$ cat config.mk
export PLATFORM = sky130hd
export DESIGN_NAME = uart_tx_ser
export DESIGN_NICKNAME = d
export VERILOG_FILES = /design/src/rtl/uart_tx_ser.sv
export SDC_FILE = /design/constraint.sdc
export NUM_CORES = 1
export LEC_CHECK = 0
export CELL_PAD_IN_SITES_DETAIL_PLACEMENT = 2
export CELL_PAD_IN_SITES_GLOBAL_PLACEMENT = 2
export CORE_ASPECT_RATIO = 1.75
export CORE_MARGIN = 1
export CORE_UTILIZATION = 33
export DETAILED_ROUTE_END_ITERATION = 7
export GPL_TIMING_DRIVEN = 0
export PLACE_DENSITY = 0.75
export SETUP_SLACK_MARGIN = 0.5
export SLEW_MARGIN = 15
export SYNTH_ARGS = -nofsm -noshare
export SYNTH_HDL_FRONTEND = slang
export SYNTH_SLANG_ARGS = --single-unit
$ cat constraint.sdc
create_clock -name clk -period 2 [get_ports clk]
set_input_delay 0.6 -clock clk [delete_from_list [all_inputs] [get_ports clk]]
set_output_delay 0.6 -clock clk [all_outputs]
set_load 0.01 [all_outputs]
$ cat src/rtl/uart_tx_ser.sv
// Serial transmitter: accepts a parallel word on a valid/ready handshake and
// sends it as start bit, LSB-first data, optional even parity, then stop bit(s).
module uart_tx_ser #(
  parameter int unsigned DATA_W       = 8,
  parameter int unsigned CLKS_PER_BIT = 16,
  parameter int unsigned PARITY_EN    = 0,
  parameter int unsigned STOP_BITS    = 1
) (
  input  logic              clk,
  input  logic              reset,
  input  logic [DATA_W-1:0] tx_data,
  input  logic              tx_valid,
  output logic              tx_ready,
  output logic              tx,
  output logic              busy
);

  localparam int unsigned CNT_W = (CLKS_PER_BIT > 2) ? $clog2(CLKS_PER_BIT) : 1;
  // Bit index also counts stop bits, so it needs at least one bit.
  localparam int unsigned IDX_W = (DATA_W > 2) ? $clog2(DATA_W) : 1;

  typedef enum logic [2:0] {
    IDLE   = 3'd0,
    START  = 3'd1,
    DATA   = 3'd2,
    PARITY = 3'd3,
    STOP   = 3'd4
  } state_t;

  state_t            state;
  logic [CNT_W-1:0]  clk_cnt;
  logic [IDX_W-1:0]  bit_idx;
  logic [DATA_W-1:0] shreg;
  logic              par_bit;

  logic              bit_end_c;
  logic [DATA_W-1:0] shreg_next_c;

  // Bit-boundary detect and the next shift-register value.
  always_comb begin
    bit_end_c    = (clk_cnt == CNT_W'(CLKS_PER_BIT - 1));
    shreg_next_c = shreg >> 1;
  end

  // Frame sequencer; tx, busy and tx_ready all come straight from flops.
  always_ff @(posedge clk or negedge reset) begin
    if (!reset) begin
      state    <= IDLE;
      clk_cnt  <= '0;
      bit_idx  <= '0;
      shreg    <= '0;
      par_bit  <= 1'b0;
      tx       <= 1'b1;
      busy     <= 1'b0;
      tx_ready <= 1'b0;
    end else begin
      clk_cnt <= bit_end_c ? '0 : clk_cnt + CNT_W'(1);
      case (state)
        IDLE: begin
          clk_cnt  <= '0;
          bit_idx  <= '0;
          tx       <= 1'b1;
          busy     <= 1'b0;
          tx_ready <= 1'b1;
          if (tx_valid && tx_ready) begin
            shreg    <= tx_data;
            par_bit  <= ^tx_data;
            state    <= START;
            tx       <= 1'b0;
            busy     <= 1'b1;
            tx_ready <= 1'b0;
          end
        end
        START: begin
          if (bit_end_c) begin
            state <= DATA;
            tx    <= shreg[0];
          end
        end
        DATA: begin
          if (bit_end_c) begin
            shreg <= shreg_next_c;
            if (bit_idx == IDX_W'(DATA_W - 1)) begin
              bit_idx <= '0;
              if (PARITY_EN != 0) begin
                state <= PARITY;
                tx    <= par_bit;
              end else begin
                state <= STOP;
                tx    <= 1'b1;
              end
            end else begin
              bit_idx <= bit_idx + IDX_W'(1);
              tx      <= shreg_next_c[0];
            end
          end
        end
        PARITY: begin
          if (bit_end_c) begin
            state <= STOP;
            tx    <= 1'b1;
          end
        end
        STOP: begin
          tx <= 1'b1;
          if (bit_end_c) begin
            if (bit_idx == IDX_W'(STOP_BITS - 1)) begin
              bit_idx  <= '0;
              state    <= IDLE;
              busy     <= 1'b0;
              tx_ready <= 1'b1;
            end else begin
              bit_idx <= bit_idx + IDX_W'(1);
            end
          end
        end
        default: begin
          state <= IDLE;
          tx    <= 1'b1;
        end
      endcase
    end
  end

endmodule

# After elaboration in Yosys (flattened, before gate mapping)

Cells that the tools add are included.

Reduce and logical (&&, ||, !) cells: 11
Mux-type cells: 31
Eq/ne operators: 13
$add $sub $neg: 2

Operators by type and width:

| kind                                          | number |
|---|---|
| 2-to-1 mux 3 bit                              | 11 |
| 2-to-1 mux 8 bit                              | 2 |
| case mux 8 bit (2 select lines)               | 1 |
| case mux 3 bit (5 select lines)               | 1 |
| inequality test 2 bit, second input constant  | 7 |
| AND reduction 3 bit                           | 4 |
| 2-to-1 mux 1 bit                              | 10 |
| case mux 3 bit (3 select lines)               | 1 |
| 2-to-1 mux 4 bit                              | 2 |
| AND reduction 7 bit                           | 1 |
| == test 3 x 2 -> 1 bit, second input constant | 2 |
| == test 3 bit, second input constant          | 2 |
| logical NOT 3 bit                             | 2 |
| adder 4 x 1 -> 4 bit, second input constant   | 1 |
| == test 4 bit, second input constant          | 1 |
| case mux 1 bit (2 select lines)               | 2 |
| case mux 1 bit (4 select lines)               | 1 |
| nonzero test 2 bit                            | 2 |
| adder 3 x 1 -> 3 bit, second input constant   | 1 |
| == test 3 x 1 -> 1 bit, second input constant | 1 |
| nonzero test 3 bit                            | 1 |
| logical AND 1 bit                             | 1 |

Output and inout bits: 3
Flip-flop bits (word level): 21
Word-level logic and storage cells: 64
Bits of input ports: 11

# Longest topological paths before layout

Word-level depth: 4
Depth in mapped cells: 7
Depth with buffers taken out: 6

# Worst setup path after synthesis

OpenSTA, ideal clock, no wires.

Path type: reg2reg
Start point: register clk_cnt[0]
End point: register shreg[7]
Data arrival time: 1659 ps
Clock period less this slack: 1780 ps
Data required time: 1879 ps
Cell stages (with the launch flop): 8
Path slack: 220 ps
Buffers on the path: 2
Library setup time: 121 ps
Path through: dfrtp_1 ha_1 nand3_4 or3_1 buf_6 and2_4 buf_6 a22o_1

Word-level cells in the longest chain between the ends: 3

Ends and longest elaborated chain:

| element                                | line | RTL |
|---|---|---|
| start, declared                        | 31   | `logic [CNT_W-1:0] clk_cnt;` |
| start signal, assigned                 | 57   | `clk_cnt <= bit_end_c ? '0 : clk_cnt + CNT_W'(1);` |
| == test 4 bit                          | 41   | `bit_end_c = (clk_cnt == CNT_W'(CLKS_PER_BIT - 1));` |
| inequality test 2 bit (no source line) | n/a  |  |
| AND reduction 3 bit (no source line)   | n/a  |  |
| end signal, assigned                   | 66   | `shreg <= tx_data;` |
| end signal, assigned                   | 82   | `shreg <= shreg_next_c;` |
| end, declared                          | 33   | `logic [DATA_W-1:0] shreg;` |

Every way passes these cells.
A chain may end at the register's enable or synchronous reset.

# Worst setup path in the final report

Start point: register clk_cnt[0]
End point: register bit_idx[2]

Word-level cells in the longest chain between the ends: 3
Elaborated cells between the ends (all ways): 4
Those cells by class: eq/ne: 3; reduce/logical: 1

Ends and longest elaborated chain:

| element                                  | line | RTL |
|---|---|---|
| == test 4 bit (*)                        | 41   |  |
| inequality test 2 bit (no source line)   | n/a  |  |
| AND reduction 3 bit (no source line) (*) | n/a  |  |
| end signal, assigned                     | 93   | `bit_idx <= bit_idx + IDX_W'(1);` |
| end signal, assigned                     | 113  | `bit_idx <= bit_idx + IDX_W'(1);` |
| end, declared                            | 32   | `logic [IDX_W-1:0] bit_idx;` |

Mark *: on every way between the ends. The rest lies on a longest branch, timed or not.

==> metrics.md <==
| Metric | Value |
|---|---|
| Status | completed |
| Storage cell area | 529 um^2 |
| Post-synth EDFFs | 0 |
| DRC viols | 0 |
| Sw frac | 0.209 |
| Largest net degree at the start of global routing | 22 |
| Routed WL | around 4 mm |
| Critical path's slowest cell | dfrtp_1 |
| DRT Pass-1 Iters | 4 |
| Die Y | ~77 um |
| Post-synth ARST share | 1.00 |
| CP delay by family, top | adder cells |
| WS Path Type | register to register |
| Crit path cell chain | ha_4, nand3_4, buf_4, maj3_2, nor2_4, mux2_4 |
| Post-Syn Instances | approximately 110 |
| Post-cts hold buffer count | 0 |
| Diode count | 0 |
| Syn Nets | 122 |
| First DRT Iteration DRCs | 5 |
| Met3 WL | roughly 80 um |
| Met2 WL | approximately 2.2 mm |
| Worst Hold Class | register to register |
| Synth Cell Area | ~1100 um^2 |
| Vias in the first global route | between 1000 and 1500 |
| Mean Syn Cell Area | about 9.9 um^2 |
| Final antenna-violating net count | 0 |
| Worst-path fanout max | 3 |
| R2R cell count | 6 |
| Yosys warning count | 0 |
| Reg2reg end | bit_idx[2]$_DFFE_PN0P_ |
| Setup_tns | 0 ps |
| Via-to-Cell Ratio | about 5.3 |
| Comb pwr share | 0.039 |
| Fin crit share | 0.853 |
| # clock sinks | 21 |
| Fmax | between 500 and 600 MHz |
| Synth Flop Type | dfrtp_1 |
| Seq/Total Area, Yosys | 0.495 |
| CORE AREA | 2990 um^2 |
| Max IR drop VDD | around 0.00053 V |
| CTS Buffer Depth | 2 |
| Count of pins over their slew limit | 0 |
| Post-Route Skew | around 5.3 ps |
| Post-DP HPWL | about 2.2 mm |
| Gr ovfl total | 0 |
| Max_slew headroom | 0.346 |
| Num CTS Buffers | 3 |
| Internal power | about 580 uW |
| Final Worst Setup Slack | 293 ps |
| Max-Cap Viols | 0 |
| Max Used Layer | met4 |
| Vias | 990 |
| Clock share of power | 0.385 |
| Routed length per instance | between 20 and 25 um |
| TritonCTS clock tree | yes |
| Fillers | 310 |
| Root Buffer | clkbuf_8 |
| Cell leakage power | 0.687 nW |
| Number of cells on the critical path | 6 |
| Placer Congestion | around 0.75 |
| Area of the multi-input gates | around 570 um^2 |
| Critical Path End Type | register |
| Synth Register Bits | 21 |
| Critical Path Sink | bit_idx[2]$_DFFE_PN0P_ |
| Pin slew with the least headroom to its limit | approximately 1000 ps |
| Initial antenna violation count | 0 |
| CP Buf/Inv Count | 1 |
| Tmin final | about 1700 ps |
| DP Worst Slack | -182 ps |
| GRT Overall Usage | 0.212 |
| Unrepaired setup endpoints after global routing | true |
| Netlist cell types | 35 |
| CP Launch Point | clk_cnt[0]$_DFF_PN0_ |
| Setup violations, final | 0 |
| Top Ports | 14 |
| Placed cell count | ~160 |
| Initial Util | 0.355 |
| Worst path arrival time | 1860 ps |
| Critical Path RT | 2150 ps |
| Die Wd | 44.9 um |
| R2R setup slack | 290 ps |
| NetSw | 154 uW |
| First-pass GRT wire length | approximately 5.3 mm |
| Sequential share of power | 0.576 |
| Met1 wire length | 1.46 mm |
| # rows | 26 |
| Pwr Density | between 400 and 500 nW/um^2 |
| Post-Layout Cell Count | between 150 and 200 |
| H-tree levels | 1 |
| Die Area | 3460 um^2 |
| Worst-path clk slew | roughly 80 ps |
| # port buffers | 13 |
| Worst-Skew Late Latency | ~260 ps |
| Nets | 162 |
| CP peak stage delay | 400 ps |
| Startpoint class of the critical path | register |
| Hold Violations, Final | 0 |
| Share of cells above drive strength 1 | 0.377 |
| Area grow syn2layout | 49.3% |
| Reg2Reg Launch Point | clk_cnt[0]$_DFF_PN0_ |
[layout make-up]
class                           instances  area share
Multi-Input combinational cell         70       0.362
Sequential cell                        21       0.333
Timing Repair Buffer                   35       0.193
Tap cell                               42      0.0331
Clock buffer                            4      0.0284
Inverter                               12      0.0284
Buffer                                  4      0.0221
[registers in the layout, indices dropped and copies added, names as in the netlist]
signal    flops
tx_ready      1
state         3
tx            1
busy          1
bit_idx       3
shreg         8
clk_cnt       4
[layer usage]
layer  GRT usage  vias up
met2       0.416       18
met1       0.226      500
met3      0.0212        6
met4      0.0455        0
li1            -      466
met5           0        -
[cells in the mapped netlist (2+ instances only)]
| cell type | number | area share |
|---|---|---|
| nand2b_1 | 2 | 0.012 |
| nand3_1 | 4 | 0.019 |
| o22ai_1 | 8 | 0.047 |
| inv_1 | 12 | 0.042 |
| o31ai_1 | 2 | 0.014 |
| nor3_1 | 2 | 0.0094 |
| nor2_1 | 7 | 0.025 |
| dfrtp_1 | 20 | 0.47 |
| a221oi_1 | 2 | 0.016 |
| or3_1 | 2 | 0.012 |
| o21ai_0 | 5 | 0.024 |
| buf_6 | 2 | 0.021 |
| ha_1 | 4 | 0.047 |
| a21oi_1 | 14 | 0.066 |
[kinds of logic (layout without fill, tap and decap cells)]
kind of cell,after synthesis,count (layout),share of synthesized area
AO/OA/AOI/OAI,36,36,0.204
AND/OR/NAND/NOR,27,27,0.154
buffers and inverters,16,55,0.0718
multiplexers,1,1,0.0106
adder cells (fa/ha/maj),5,5,0.0565
flip-flops,21,21,0.495
XOR/XNOR,1,1,0.00824
[worst reg2reg max path, delay by kind of cell, from the launching register on]
kind / cells / cell delay (ps)
adders and majority gates: 2 / 510
buffers and inverters: 1 / 170
DFF: 1 / 400
muxes: 1 / 310
and+or+nand+nor: 2 / 210
[through the flow]
stage	total power [mW]	hold WS, ps	util	cell area, um^2
after floorplan	0.433	304	-	1080
after global placement	0.461	464	0.423	1270
after detailed placement	0.462	483	0.423	1270
after CTS	0.741	497	0.485	1450
after global routing	0.762	550	0.531	1590
final	0.736	518	0.531	1590
[power groups by stage]
stage          sequential, mW  combinational, mW  clock (mW)
2_1_floorplan           0.433          0.0000511           0
4_1_cts                 0.424             0.0291       0.288
3_3_place_gp            0.433             0.0283           0
6_report                0.424             0.0288       0.283
5_1_grt                 0.424             0.0315       0.306
3_5_place_dp            0.433             0.0291           0
[placed cells by master, fill, tap and decap left out, types with 2 or more instances in the layout]
| cell | netlist | layout |
|---|---|---|
| a21oi_1 | 14 | 14 |
| buf_4 | 0 | 20 |
| buf_6 | 2 | 4 |
| clkbuf_2 | 0 | 2 |
| clkbuf_8 | 0 | 3 |
| clkdlybuf4s50_1 | 0 | 9 |
| dfrtp_1 | 20 | 18 |
| dfrtp_2 | 0 | 2 |
| ha_2 | 0 | 2 |
| ha_4 | 0 | 2 |
| inv_1 | 12 | 10 |
| inv_2 | 0 | 2 |
| nand2b_4 | 0 | 2 |
| nand3_1 | 4 | 3 |
| nand3_4 | 1 | 2 |
| nor2_1 | 7 | 6 |
| nor3_1 | 2 | 2 |
| o21ai_0 | 5 | 4 |
| o22ai_1 | 8 | 7 |
| o31ai_1 | 2 | 2 |
[worst min path at each step]
stage,end,depth (start not counted),from
CTS,busy$_DFFE_PN0P_,1,busy$_DFFE_PN0P_
detailed placement,busy$_DFFE_PN0P_,1,busy$_DFFE_PN0P_
global placement,busy$_DFFE_PN0P_,1,busy$_DFFE_PN0P_
finish,shreg[4]$_DFFE_PN0P_,2,shreg[4]$_DFFE_PN0P_
global route,shreg[7]$_DFFE_PN0P_,1,shreg[7]$_DFFE_PN0P_
floorplan,bit_idx[0]$_DFFE_PN0P_,0,reset
[timing repair]
action                                  CTS  global route
pin swaps                                 5             6
endpoints found under the setup margin   34            17
gates resized for setup                  19            17
setup buffers                            14             8
hold endpoints to repair                  0             0
(Power assumes the default switching activity.)
